## src/rtl/mem_stage.sv

```systemverilog
// Pipeline MEM stage: stage register, load-data alignment/extension, misaligned-load
// detection, combinational forwarding bus to ID and registered outputs to WB.
// Latency: one edge EX->MEM, one edge MEM->WB; the forwarding bus is combinational.
// Backpressure: stall freezes the stage and WB registers; flush squashes the stage register.
// A two-state capture FSM keeps the SRAM read word across a stall.
// Build option: define MEM_SUBWORD_LOAD_EN for lb/lbu/lh/lhu. Without it, every load is a word load.
// Ports:
//   clk, rst (async, active-low)
//   stall, flush : stage control
//   ex_*         : EX instruction (valid, wreg, load, load_op, waddr, pc, result)
//   data_sram_rdata : synchronous SRAM read word
//   mem_to_id_bus   : {wreg_eff, waddr, wdata}
//   wb_*         : registered WB outputs
//   adel         : misaligned-load flag
module mem_stage (
  input  logic        clk,
  input  logic        rst,
  input  logic        stall,
  input  logic        flush,
  input  logic        ex_valid,
  input  logic        ex_wreg,
  input  logic        ex_load,
  input  logic [2:0]  ex_load_op,
  input  logic [4:0]  ex_waddr,
  input  logic [31:0] ex_pc,
  input  logic [31:0] ex_result,
  input  logic [31:0] data_sram_rdata,
  output logic [37:0] mem_to_id_bus,
  output logic        wb_valid,
  output logic        wb_wreg,
  output logic [4:0]  wb_waddr,
  output logic [31:0] wb_pc,
  output logic [31:0] wb_wdata,
  output logic        adel
);

  typedef enum logic {
    LIVE = 1'b0,
    HELD = 1'b1
  } rd_state_e;

  // Stage register
  logic        r_valid_q, r_valid_d;
  logic        r_wreg_q, r_wreg_d;
  logic        r_load_q, r_load_d;
  logic [2:0]  r_load_op_q, r_load_op_d;
  logic [4:0]  r_waddr_q, r_waddr_d;
  logic [31:0] r_pc_q, r_pc_d;
  logic [31:0] r_result_q, r_result_d;

  // Read-data capture
  rd_state_e   state_q;
  logic [31:0] rdata_q;

  // WB registers
  logic        wb_valid_q, wb_wreg_q;
  logic [4:0]  wb_waddr_q;
  logic [31:0] wb_pc_q, wb_wdata_q;

  logic [1:0]  addr_lo;
  logic [31:0] rdata_sel;
  logic [31:0] load_data;
  logic        misalign;
  logic        adel_int;
  logic        wreg_eff;
  logic [31:0] wdata;

  // Flush outranks stall. Only valid/wreg are squashed. The remaining fields are
  // don't-care for a bubble, so they hold.
  always_comb begin
    r_valid_d   = r_valid_q;
    r_wreg_d    = r_wreg_q;
    r_load_d    = r_load_q;
    r_load_op_d = r_load_op_q;
    r_waddr_d   = r_waddr_q;
    r_pc_d      = r_pc_q;
    r_result_d  = r_result_q;
    if (flush) begin
      r_valid_d = 1'b0;
      r_wreg_d  = 1'b0;
    end else if (!stall) begin
      r_valid_d   = ex_valid;
      r_wreg_d    = ex_wreg;
      r_load_d    = ex_load;
      r_load_op_d = ex_load_op;
      r_waddr_d   = ex_waddr;
      r_pc_d      = ex_pc;
      r_result_d  = ex_result;
    end
  end

  always_ff @(posedge clk or negedge rst) begin
    if (!rst) begin
      r_valid_q   <= 1'b0;
      r_wreg_q    <= 1'b0;
      r_load_q    <= 1'b0;
      r_load_op_q <= 3'b000;
      r_waddr_q   <= 5'd0;
      r_pc_q      <= 32'd0;
      r_result_q  <= 32'd0;
    end else begin
      r_valid_q   <= r_valid_d;
      r_wreg_q    <= r_wreg_d;
      r_load_q    <= r_load_d;
      r_load_op_q <= r_load_op_d;
      r_waddr_q   <= r_waddr_d;
      r_pc_q      <= r_pc_d;
      r_result_q  <= r_result_d;
    end
  end

  // The SRAM word is only valid in the first MEM cycle. On the first stalled edge of a
  // load, keep a copy. Return to the live port once the stage can move again.
  always_ff @(posedge clk or negedge rst) begin
    if (!rst) begin
      state_q <= LIVE;
      rdata_q <= 32'd0;
    end else if (state_q == LIVE) begin
      if (stall && r_valid_q && r_load_q) begin
        state_q <= HELD;
        rdata_q <= data_sram_rdata;
      end
    end else begin
      if (!stall || flush) begin
        state_q <= LIVE;
      end
    end
  end

  assign rdata_sel = (state_q == HELD) ? rdata_q : data_sram_rdata;
  assign addr_lo   = r_result_q[1:0];

`ifdef MEM_SUBWORD_LOAD_EN
  localparam logic [2:0] OP_LB  = 3'b001;
  localparam logic [2:0] OP_LBU = 3'b010;
  localparam logic [2:0] OP_LH  = 3'b011;
  localparam logic [2:0] OP_LHU = 3'b100;

  logic [7:0]  byte_sel;
  logic [15:0] half_sel;

  assign byte_sel = rdata_sel[{addr_lo, 3'b000} +: 8];
  assign half_sel = addr_lo[1] ? rdata_sel[31:16] : rdata_sel[15:0];

  // Reserved opcodes fall into the word path.
  always_comb begin
    load_data = rdata_sel;
    misalign  = (addr_lo != 2'b00);
    case (r_load_op_q)
      OP_LB: begin
        load_data = {{24{byte_sel[7]}}, byte_sel};
        misalign  = 1'b0;
      end
      OP_LBU: begin
        load_data = {24'd0, byte_sel};
        misalign  = 1'b0;
      end
      OP_LH: begin
        load_data = {{16{half_sel[15]}}, half_sel};
        misalign  = addr_lo[0];
      end
      OP_LHU: begin
        load_data = {16'd0, half_sel};
        misalign  = addr_lo[0];
      end
      default: begin
        load_data = rdata_sel;
        misalign  = (addr_lo != 2'b00);
      end
    endcase
  end
`else
  // Word-only build: load_op is carried but has no effect.
  logic unused_load_op;
  assign unused_load_op = ^r_load_op_q;
  assign load_data      = rdata_sel;
  assign misalign       = (addr_lo != 2'b00);
`endif

  assign adel_int = r_valid_q & r_load_q & misalign;
  assign wdata    = r_load_q ? load_data : r_result_q;
  assign wreg_eff = r_valid_q & r_wreg_q & ~adel_int;

  assign mem_to_id_bus = {wreg_eff, r_waddr_q, wdata};
  assign adel          = adel_int;

  always_ff @(posedge clk or negedge rst) begin
    if (!rst) begin
      wb_valid_q <= 1'b0;
      wb_wreg_q  <= 1'b0;
      wb_waddr_q <= 5'd0;
      wb_pc_q    <= 32'd0;
      wb_wdata_q <= 32'd0;
    end else if (!stall) begin
      wb_valid_q <= r_valid_q & ~adel_int;
      wb_wreg_q  <= wreg_eff;
      wb_waddr_q <= r_waddr_q;
      wb_pc_q    <= r_pc_q;
      wb_wdata_q <= wdata;
    end
  end

  assign wb_valid = wb_valid_q;
  assign wb_wreg  = wb_wreg_q;
  assign wb_waddr = wb_waddr_q;
  assign wb_pc    = wb_pc_q;
  assign wb_wdata = wb_wdata_q;

endmodule

```

## config.mk

```make
export PLATFORM = sky130hd
export DESIGN_NAME = mem_stage
export DESIGN_NICKNAME = d
export VERILOG_FILES = /design/src/rtl/mem_stage.sv
export SDC_FILE = /design/constraint.sdc
export NUM_CORES = 1
export LEC_CHECK = 0
export ABC_AREA = 1
export CAP_MARGIN = 10
export CORE_UTILIZATION = 37
export DETAILED_ROUTE_END_ITERATION = 8
export GPL_ROUTABILITY_DRIVEN = 0
export PLACE_DENSITY_LB_ADDON = 0.25
export SLEW_MARGIN = 10
export SYNTH_ARGS = -nofsm -noshare
export SYNTH_HDL_FRONTEND = slang
export SYNTH_SLANG_ARGS = --single-unit
```

## constraint.sdc

```tcl
create_clock -name clk -period 1.12 [get_ports clk]
set_input_delay 0.224 -clock clk [delete_from_list [all_inputs] [get_ports clk]]
set_output_delay 0.224 -clock clk [all_outputs]
set_load 0.01 [all_outputs]
```

======== Yosys cells after proc, flatten, opt, wreduce, memory -nomap -nowiden ========
Cells that the tools add are included.
storage, ports and cells
  register bits ........................... 176
  bits of input ports ..................... 111
  output and inout port bits .............. 110
cells by class
  equal/unequal tests ..................... 1
  mux-type cells .......................... 9
  bitwise logic cells ..................... 9
  reduce and logical (&&, ||, !) cells .... 7
operators by type and width
  kind                                                    number
  2-to-1 mux 32 bit                                       2
  2-to-1 mux 1 bit                                        7
  AND 1 bit                                               5
  NOT 1 bit                                               4
  AND reduction 2 bit                                     2
  logical AND 1 bit                                       2
  inequality test 2 x 1 -> 1 bit (second input constant)  1
  nonzero test 2 bit                                      1
  logical NOT 1 bit                                       1
  logical OR 1 bit                                        1

======== Longest topological paths before layout ========
Gate-level depths: netlist (run 1).
  depth in word-level cells ............... 4
  mapped depth ............................ 7
  mapped depth without buffers ............ 5

======== Worst setup path after synthesis (run 1) ========
OpenSTA, ideal clock, no wires.
  kind .................................... reg2out
  start point ............................. register r_load_q
  end point ............................... output mem_to_id_bus[17]
  path buffers ............................ 2
  stages on the path, launching flop included .. 6
  data required time ...................... 0.896 ns
  data arrival time ....................... 1.032 ns
  slack ................................... -0.136 ns
  path through ............................ dfrtp_1 buf_2 inv_1 buf_2 nand2_1 and2_1
between the ends
  cells in the longest elaborated chain, start to end .. 1
ends and longest elaborated chain
  item                    RTL line  text
  from (decl)             45        logic r_load_q, r_load_d;
  from (signal assigned)  104       r_load_q <= r_load_d;
  2-to-1 mux 32 bit       181       assign wdata = r_load_q ? load_data : r_result_q;
  to (decl)               28        output logic [37:0] mem_to_id_bus,
Every way passes these cells.

======== Worst setup path in the final report (run 1) ========
  start point ............................. register state_q
  end point ............................... output mem_to_id_bus[17]
between the ends
  cells in the longest elaborated chain, start to end .. 2
ends and longest elaborated chain
  item                    RTL line  text
  from (decl)             52        rd_state_e state_q;
  from (signal assigned)  116       state_q <= LIVE;
  from (signal assigned)  120       state_q <= HELD;
  from (signal assigned)  125       state_q <= LIVE;
  2-to-1 mux 32 bit       130       assign rdata_sel = (state_q == HELD) ? rdata_q : data_sram_rdata;
  2-to-1 mux 32 bit       181
Every way passes these cells.

==> run metrics, run 1 <==
status finished, violations left; violated checks setup timing; Root Buffer clkbuf_16; antenna violations before repair 2; Peak VDD IR 1.077 mV; DR pass1 iterations 4; synth unique cells 19; mux share of post-synthesis cell area 0%; Clock Pin Slew Worst Setup and Hold Paths about 0.07 ns; layout cells sized above 1 39.14%; xor/xnor cell area share of the yosys netlist 0%; Final Cycle Share 163.2%; required time of the worst setup path about 0.9 ns; Final #Nets roughly 1,300; Slowest Stage Delay on Critical Path 0.44 ns; synth-to-layout area growth 64.80%; worst skew pair latency about 0.42 ns; Mean Syn Cell Area between 8 and 9 sq um; global route hottest layer met2; Worst Setup SP state_q; met2 Use GR between 30% and 40%; crit path to mem_to_id_bus[17]; Post-Layout Cell Count between 1,000 and 1,500; pre-CTS WS -0.6761 ns; synth warn 0; syn_nets roughly 1,000; Least-Margin Pin Slew ~0.35 ns; Post-DRT Antenna Nets 0; simple-gate share of the synthesized area a little under a quarter; # IOs between 200 and 250; DRT iter0 DRCs 291; final hold violations 0; reg2reg end rdata_q[29]; Netlist Area Pre-Place approximately 7600 sq um; CTS tree done; Total GRT Usage between 20% and 30%; reg-to-reg setup timing slack -0.45 ns; Cells after DPL about 1,400; worst r2r src state_q; Max Buffers Root-to-Sink 2; clock buffer count from CTS 17; Slowest cell on crit path dfrtp_2; Final Max Slew Viols 0; Die ar. ~21,000 sq um; Fmax achieved roughly 0.55 GHz; Hold Crit Class in2async; arrival time of the worst setup path roughly 1.6 ns; vias in the first global route 6,856; TNS Setup -40.30 ns; met3 Usage GRT 7.009%; r2r worst-path depth 8; Starting Density about two fifths; H-tree levels 4; GRT overflow 0; largest family of logic cells by synthesized area simple AND/OR/NAND/NOR gates; CP cell instances buf_4 > buf_12 > nand2_2 > nand3_2 > and2_4 > buf_2; Seq/Total Area, Yosys 58.31%; via count around 7,000; minimum clock period 1.828 ns; # DRC 0; crit-path max FO 14; #FFs+latches synth between 150 and 200; pin count of the biggest net entering global routing 74; critical path startpoint category flip-flop; Final setup viols between 150 and 200; core area 19,720 sq um; Die X about 140 um; nature of the critical path endpoint output pin; Pwr Density approximately 1600 nW/um^2; via/cell ratio 4.673; Detailed Route WL 22.90 mm; GR Util met1 27.45%; Fin Hold WS between 0.2 and 0.3 ns; IO buf count approximately 220; worst rel slew slack around three quarters; clock sink count roughly 180; Synth Area in Adders 0%; Layout fillers 1,634; Synth Area in Compound Gates 9.309%; clk_skew around 0.008 ns; LEAKAGE around 6.2 nW; first-pass GRT wire length roughly 35 mm; die span in y between 100 and 150 um; Mapped Cells between 800 and 900; unrepaired setup endpoints after global routing true; Max Cap Viol 0; FP Rows 51; total power roughly 0.02 W; Final HPWL DP 14.34 mm; Setup Crit Path Kind reg2out; Final WS setup -0.7081 ns; drt wl/cell roughly 15 um
[sequential cells by signal (all words and copies together) (netlist names)]
| register | cells |
|---|---|
| r_load_q | 1 |
| r_pc_q | 32 |
| r_result_q | 32 |
| r_valid_q | 1 |
| r_waddr_q | 5 |
| r_wreg_q | 1 |
| rdata_q | 32 |
| state_q | 1 |
| wb_pc | 32 |
| wb_valid | 1 |
| wb_waddr | 5 |
| wb_wdata | 32 |
| wb_wreg | 1 |
[cells in the final DEF, fill, tap and decap left out, drive strengths merged]
| cell type | Yosys | final |
|---|---|---|
| nand2 | 311 | 311 |
| dfrtp | 176 | 176 |
| buf | 33 | 250 |
| clkdlybuf4s15 | 0 | 4 |
| nor2 | 2 | 2 |
| dlygate4sd3 | 0 | 1 |
| nand4 | 1 | 1 |
| clkinv | 1 | 7 |
| nand3b | 1 | 1 |
| diode | 0 | 1 |
| o21ai | 139 | 139 |
| and2 | 32 | 32 |
| inv | 106 | 109 |
| bufinv | 0 | 3 |
| clkinvlp | 0 | 1 |
| nand3 | 67 | 67 |
| clkdlybuf4s50 | 0 | 105 |
| clkbuf | 19 | 19 |
| o31ai | 1 | 1 |
[worst min-delay path by stage]
stage | to | cells after the start | startpoint
after global routing | wb_pc[5] | 2 | rst
after CTS | r_result_q[8] | 2 | rst
after floorplan | r_load_q | 0 | rst
after detailed placement | r_result_q[8] | 1 | rst
after global placement | r_result_q[8] | 1 | rst
final | r_result_q[8] | 2 | rst
[Yosys cell counts]
master / number / area [sq um]
clkbuf_2: 1 / 5.000
clkbuf_1: 18 / 67.56
o21ai_1: 80 / 400.4
clkinv_2: 1 / 5.000
inv_1: 105 / 394.1
o21ai_0: 59 / 295.3
nand4_2: 1 / 12.51
buf_6: 7 / 78.83
inv_2: 1 / 3.750
nor2_8: 1 / 20.02
dfrtp_1: 176 / 4404
o31ai_1: 1 / 7.510
and2_1: 32 / 200.2
nor2_1: 1 / 3.750
nand3b_1: 1 / 7.510
buf_4: 6 / 45.04
buf_2: 20 / 100.1
nand3_1: 67 / 335.3
nand2_1: 311 / 1167
[through the flow]
| stage | util (%) | cell area [sq um] |
|---|---|---|
| after global routing | 63.12 | 12450 |
| after floorplan | - | 7732 |
| after CTS | 59.56 | 11740 |
| after detailed placement | 53.91 | 10630 |
| after global placement | 53.91 | 10630 |
| final | 63.13 | 12450 |
[per-layer routing]
| metal | wire (um) | share of wire [%] |
|---|---|---|
| met2 | 11010 | 48 |
| met1 | 9821 | 43 |
| met3 | 1614 | 7.0 |
| met5 | 13 | 0.057 |
| met4 | 439 | 1.9 |
[kinds of logic (layout without fill, tap and decap cells)]
group           after synthesis  after routing
simple gates                414            414
buf+inv                     159            499
other cells                   0              1
flops                       176            176
compound gates              140            140
[where the power goes]
part	switching, W	internal (W)	total, W
registers	0.000676	0.00743	0.00811
logic	0.00255	0.00305	0.00560
clock network	0.00261	0.00369	0.00630
total	0.00584	0.0142	0.0200
[final cells by class]
type                    count  area (sq um)  area share, %
inverters                 107         409.1          3.287
multi-input cells         554          3211          25.79
flip-flops and latches    176          4407          35.40
diodes                      1         2.502        0.02010
clock buffers              19         452.9          3.639
repair buffers            360          3457          27.77
well taps                 265         331.6          2.664
clock inverters            13         177.7          1.427
[what timing repair did]
action	in CTS	in global routing
hold buffers	1	0
gates resized for setup	599	140
pin swaps	2	29
endpoints found under the setup margin	175	176
cloned	5	0
setup buffers	39	28
hold endpoints to repair	19	0
[critical path, delay by kind of cell, from the launching register on]
family | cells | cell delay, ns
DFF | 1 | 0.44
buffers and inverters | 3 | 0.43
and+or+nand+nor | 3 | 0.30
Note: power is estimated with default switching activity, not from simulation.
==> run 2, diff against run 1 <==
--- a/config.mk
+++ b/config.mk
@@ -6,10 +6,11 @@
 export NUM_CORES = 1
 export LEC_CHECK = 0
 export ABC_AREA = 1
-export CAP_MARGIN = 10
 export CORE_UTILIZATION = 37
+export CTS_CLUSTER_DIAMETER = 200
 export DETAILED_ROUTE_END_ITERATION = 8
 export GPL_ROUTABILITY_DRIVEN = 0
+export GPL_TIMING_DRIVEN = 0
 export PLACE_DENSITY_LB_ADDON = 0.25
 export SLEW_MARGIN = 10
 export SYNTH_ARGS = -nofsm -noshare
==> run 2 against run 1 <==
  * The run ends with hold timing, setup timing left
  * Power increased by 0.71%
  * First-iteration DRC count increased by 21%
  * Clock-buffer cell count decreased by 2
  * Combinational power increased by 2%
  * Clock skew decreased by 0.00094 ns
  * Core utilization increased by 1.1 points
  * Highest routed layer is now met4
  * Sequential share of layout area decreased by 0.64 points
  * Non-clock buffer count decreased by 20
  * Final cell count decreased by 1.3%
  * Cell area increased by 1.8%
  * Flip-flop and latch count unchanged
  * Critical endpoint is now mem_to_id_bus[16]
==> run metrics, run 2 (synthesis results as in run 1) <==
reg-to-reg setup timing slack -0.43 ns (was -0.45 ns); Clock Pin Slew Worst Setup and Hold Paths 0.07 ns (about the same); # DRC 0 (unchanged); clock sink count 176 (unchanged); most frequent cells in the layout nand2_1 (230), dfrtp_1 (176), clkdlybuf4s50_1 (104), inv_1 (102), o21ai_1 (81) (was nand2_1 (225), dfrtp_1 (174), clkdlybuf4s50_1 (105), inv_1 (102), buf_4 (94)); DRT iter0 DRCs 351 (was 291); Die X 144.9 um (unchanged); Final setup viols 176 (was 170); Fmax achieved 0.5229 GHz (was 0.5470 GHz); Slowest cell on crit path dfrtp_1 (was dfrtp_2); drt wl/cell 16.73 um (was 15.32 um); worst rel slew slack 45.76% (was 76.54%); Layout fillers 1,555 (was 1,634); Final #Nets 1,308 (was 1,327); CTS tree done (unchanged); pin count of the biggest net entering global routing 103 (was 74); CP cell instances buf_8 > buf_12 > buf_8 > clkbuf_16 > nand3_2 > and2_4 > buf_6 (was buf_4 > buf_12 > nand2_2 > nand3_2 > and2_4 > buf_2); clock buffer count from CTS 17 (unchanged); minimum clock period 1.912 ns (was 1.828 ns); TNS Setup -46.12 ns (was -40.30 ns); Max Cap Viol 0 (unchanged); violated checks hold timing, setup timing (was setup timing); Final Max Slew Viols 0 (unchanged); antenna violations before repair 0 (was 2); layout cells sized above 1 38.02% (was 39.14%); final hold violations 101 (was 0); via count 7,063 (was 6,986); reg2reg end rdata_q[23] (was rdata_q[29]); Pwr Density 1590 nW/um^2 (was 1607 nW/um^2); Fin Hold WS -0.1807 ns (was 0.2620 ns); Final WS setup -0.7923 ns (was -0.7081 ns); unrepaired setup endpoints after global routing true (unchanged); DR pass1 iterations 5 (was 4); most used cell, CP buf_8; via/cell ratio 4.788 (was 4.673); Final Cycle Share 170.7% (was 163.2%); most common library cell in the layout ignoring fill and taps nand2_1 (unchanged); Final HPWL DP 14.93 mm (was 14.34 mm); Starting Density 38.31% (unchanged); FP Rows 51 (unchanged); Total GRT Usage 22.87% (was 21.74%); Die ar. 20,990 sq um (unchanged); # IOs 221 (unchanged); Hold Crit Class in2async (unchanged); GRT overflow 0 (unchanged); crit-path max FO 6 (was 14); H-tree levels 4 (unchanged); nature of the critical path endpoint output pin (unchanged); r2r worst-path depth 9 (was 8); die span in y 144.9 um (unchanged); Post-DRT Antenna Nets 0 (unchanged); worst r2r src state_q (unchanged); clk_skew 0.007305 ns (was 0.008247 ns); vias in the first global route 6,744 (was 6,856); worst skew pair latency 0.43 ns (was 0.42 ns); arrival time of the worst setup path 1.69 ns (was 1.60 ns); Peak VDD IR 1.097 mV (was 1.077 mV); Setup Crit Path Kind reg2out (unchanged); ANT cells 0 (was 1); status finished, violations left (unchanged); IO buf count 217 (unchanged); core area 19,720 sq um (unchanged); critical path startpoint category flip-flop (unchanged); synth-to-layout area growth 67.75% (was 64.80%); LEAKAGE 6.195 nW (was 6.205 nW); area of the multi-input gates 3431 sq um (was 3211 sq um); Slowest Stage Delay on Critical Path 0.39 ns (was 0.44 ns); Root Buffer clkbuf_16 (unchanged); Detailed Route WL 24.68 mm (was 22.90 mm); Register Area 4404 sq um (was 4407 sq um); Least-Margin Pin Slew 0.8136 ns (was 0.3520 ns); required time of the worst setup path 0.90 ns (about the same); Max Buffers Root-to-Sink 2 (unchanged); first-pass GRT wire length 36.08 mm (was 35.00 mm)
## run 2: changes by cell type in the layout (fill, tap and decap cells not counted), sizes merged
| cell | previous run | this run |
|---|---|---|
| clkbuf | 19 | 42 |
| clkinvlp | 1 | 2 |
| inv | 109 | 115 |
| dlygate4sd2 | 0 | 1 |
| dlygate4sd3 | 1 | 0 |
| clkdlybuf4s15 | 4 | 0 |
| bufinv | 3 | 2 |
| buf | 250 | 210 |
| diode | 1 | 0 |
| clkinv | 7 | 4 |
| clkdlybuf4s50 | 105 | 104 |
## run 2: power by group
group,internal (W),switching [W],leakage (nW)
Combinational,0.00306,0.00267,3.71
Clock,0.00342,0.00291,0.299
Sequential,0.00742,0.000661,2.19
## run 2: what timing repair did
| item | in CTS | in global routing |
|---|---|---|
| endpoints found under the hold margin | 101 | 101 |
| gates resized for setup | 703 | 127 |
| buffers inserted | 39 | 20 |
| pin swaps | 14 | 24 |
| gates cloned | 11 | 4 |
| setup endpoints to repair | 286 | 230 |
## run 2: layer usage
| metal | global-route usage [%] | wire [um] | vias up |
|---|---|---|---|
| met5 | 0 | 0 | - |
| met4 | 6.981 | 475 | 0 |
| met3 | 6.811 | 1720 | 35 |
| li1 | - | - | 3394 |
| met1 | 28.88 | 10320 | 3420 |
| met2 | 37.65 | 12170 | 214 |
## run 2: cell type report
type / count / share of cell area (%)
Timing Repair Buffer: 290 / 22.73
Timing Repair inverter: 1 / 0.1284
Multi-Input combinational cell: 554 / 27.08
Inverter: 107 / 3.367
Clock buffer: 17 / 3.357
Tap cell: 265 / 2.617
Clock inverter: 15 / 1.531
Sequential cell: 176 / 34.76
Buffer: 50 / 4.434
## run 2: critical path: cells and delay by family (launching register included)
kind                   cells  cell delay [ns]
flip-flops                 1             0.39
buffers and inverters      5             0.64
AND/OR/NAND/NOR            2             0.22
## run 2: through the flow
step / instance area (sq um) / total power [W] / std cells / utilization [%] / worst slack [ns]
2_1_floorplan: 7732 / 0.01008 / 889 / - / -0.03506
3_3_place_gp: 10240 / 0.01236 / 1371 / 51.91 / -7.745
3_5_place_dp: 10270 / 0.01245 / 1372 / 52.08 / -0.9072
4_1_cts: 11920 / 0.01955 / 1454 / 60.45 / -0.8001
5_1_grt: 12670 / 0.02108 / 1475 / 64.26 / -0.8348
6_report: 12670 / 0.02015 / 1475 / 64.26 / -0.7923
## run 2: worst max-delay path by stage
stage | startpoint | to | slack, ns | cells after the start
floorplan | state_q | mem_to_id_bus[18] | -0.04 | 6
global placement | rst | r_pc_q[21] | -7.75 | 1
detailed placement | stall | r_pc_q[31] | -0.91 | 5
CTS | r_load_q | mem_to_id_bus[7] | -0.80 | 7
global route | r_load_q | mem_to_id_bus[11] | -0.83 | 7
finish | r_load_q | mem_to_id_bus[16] | -0.79 | 7
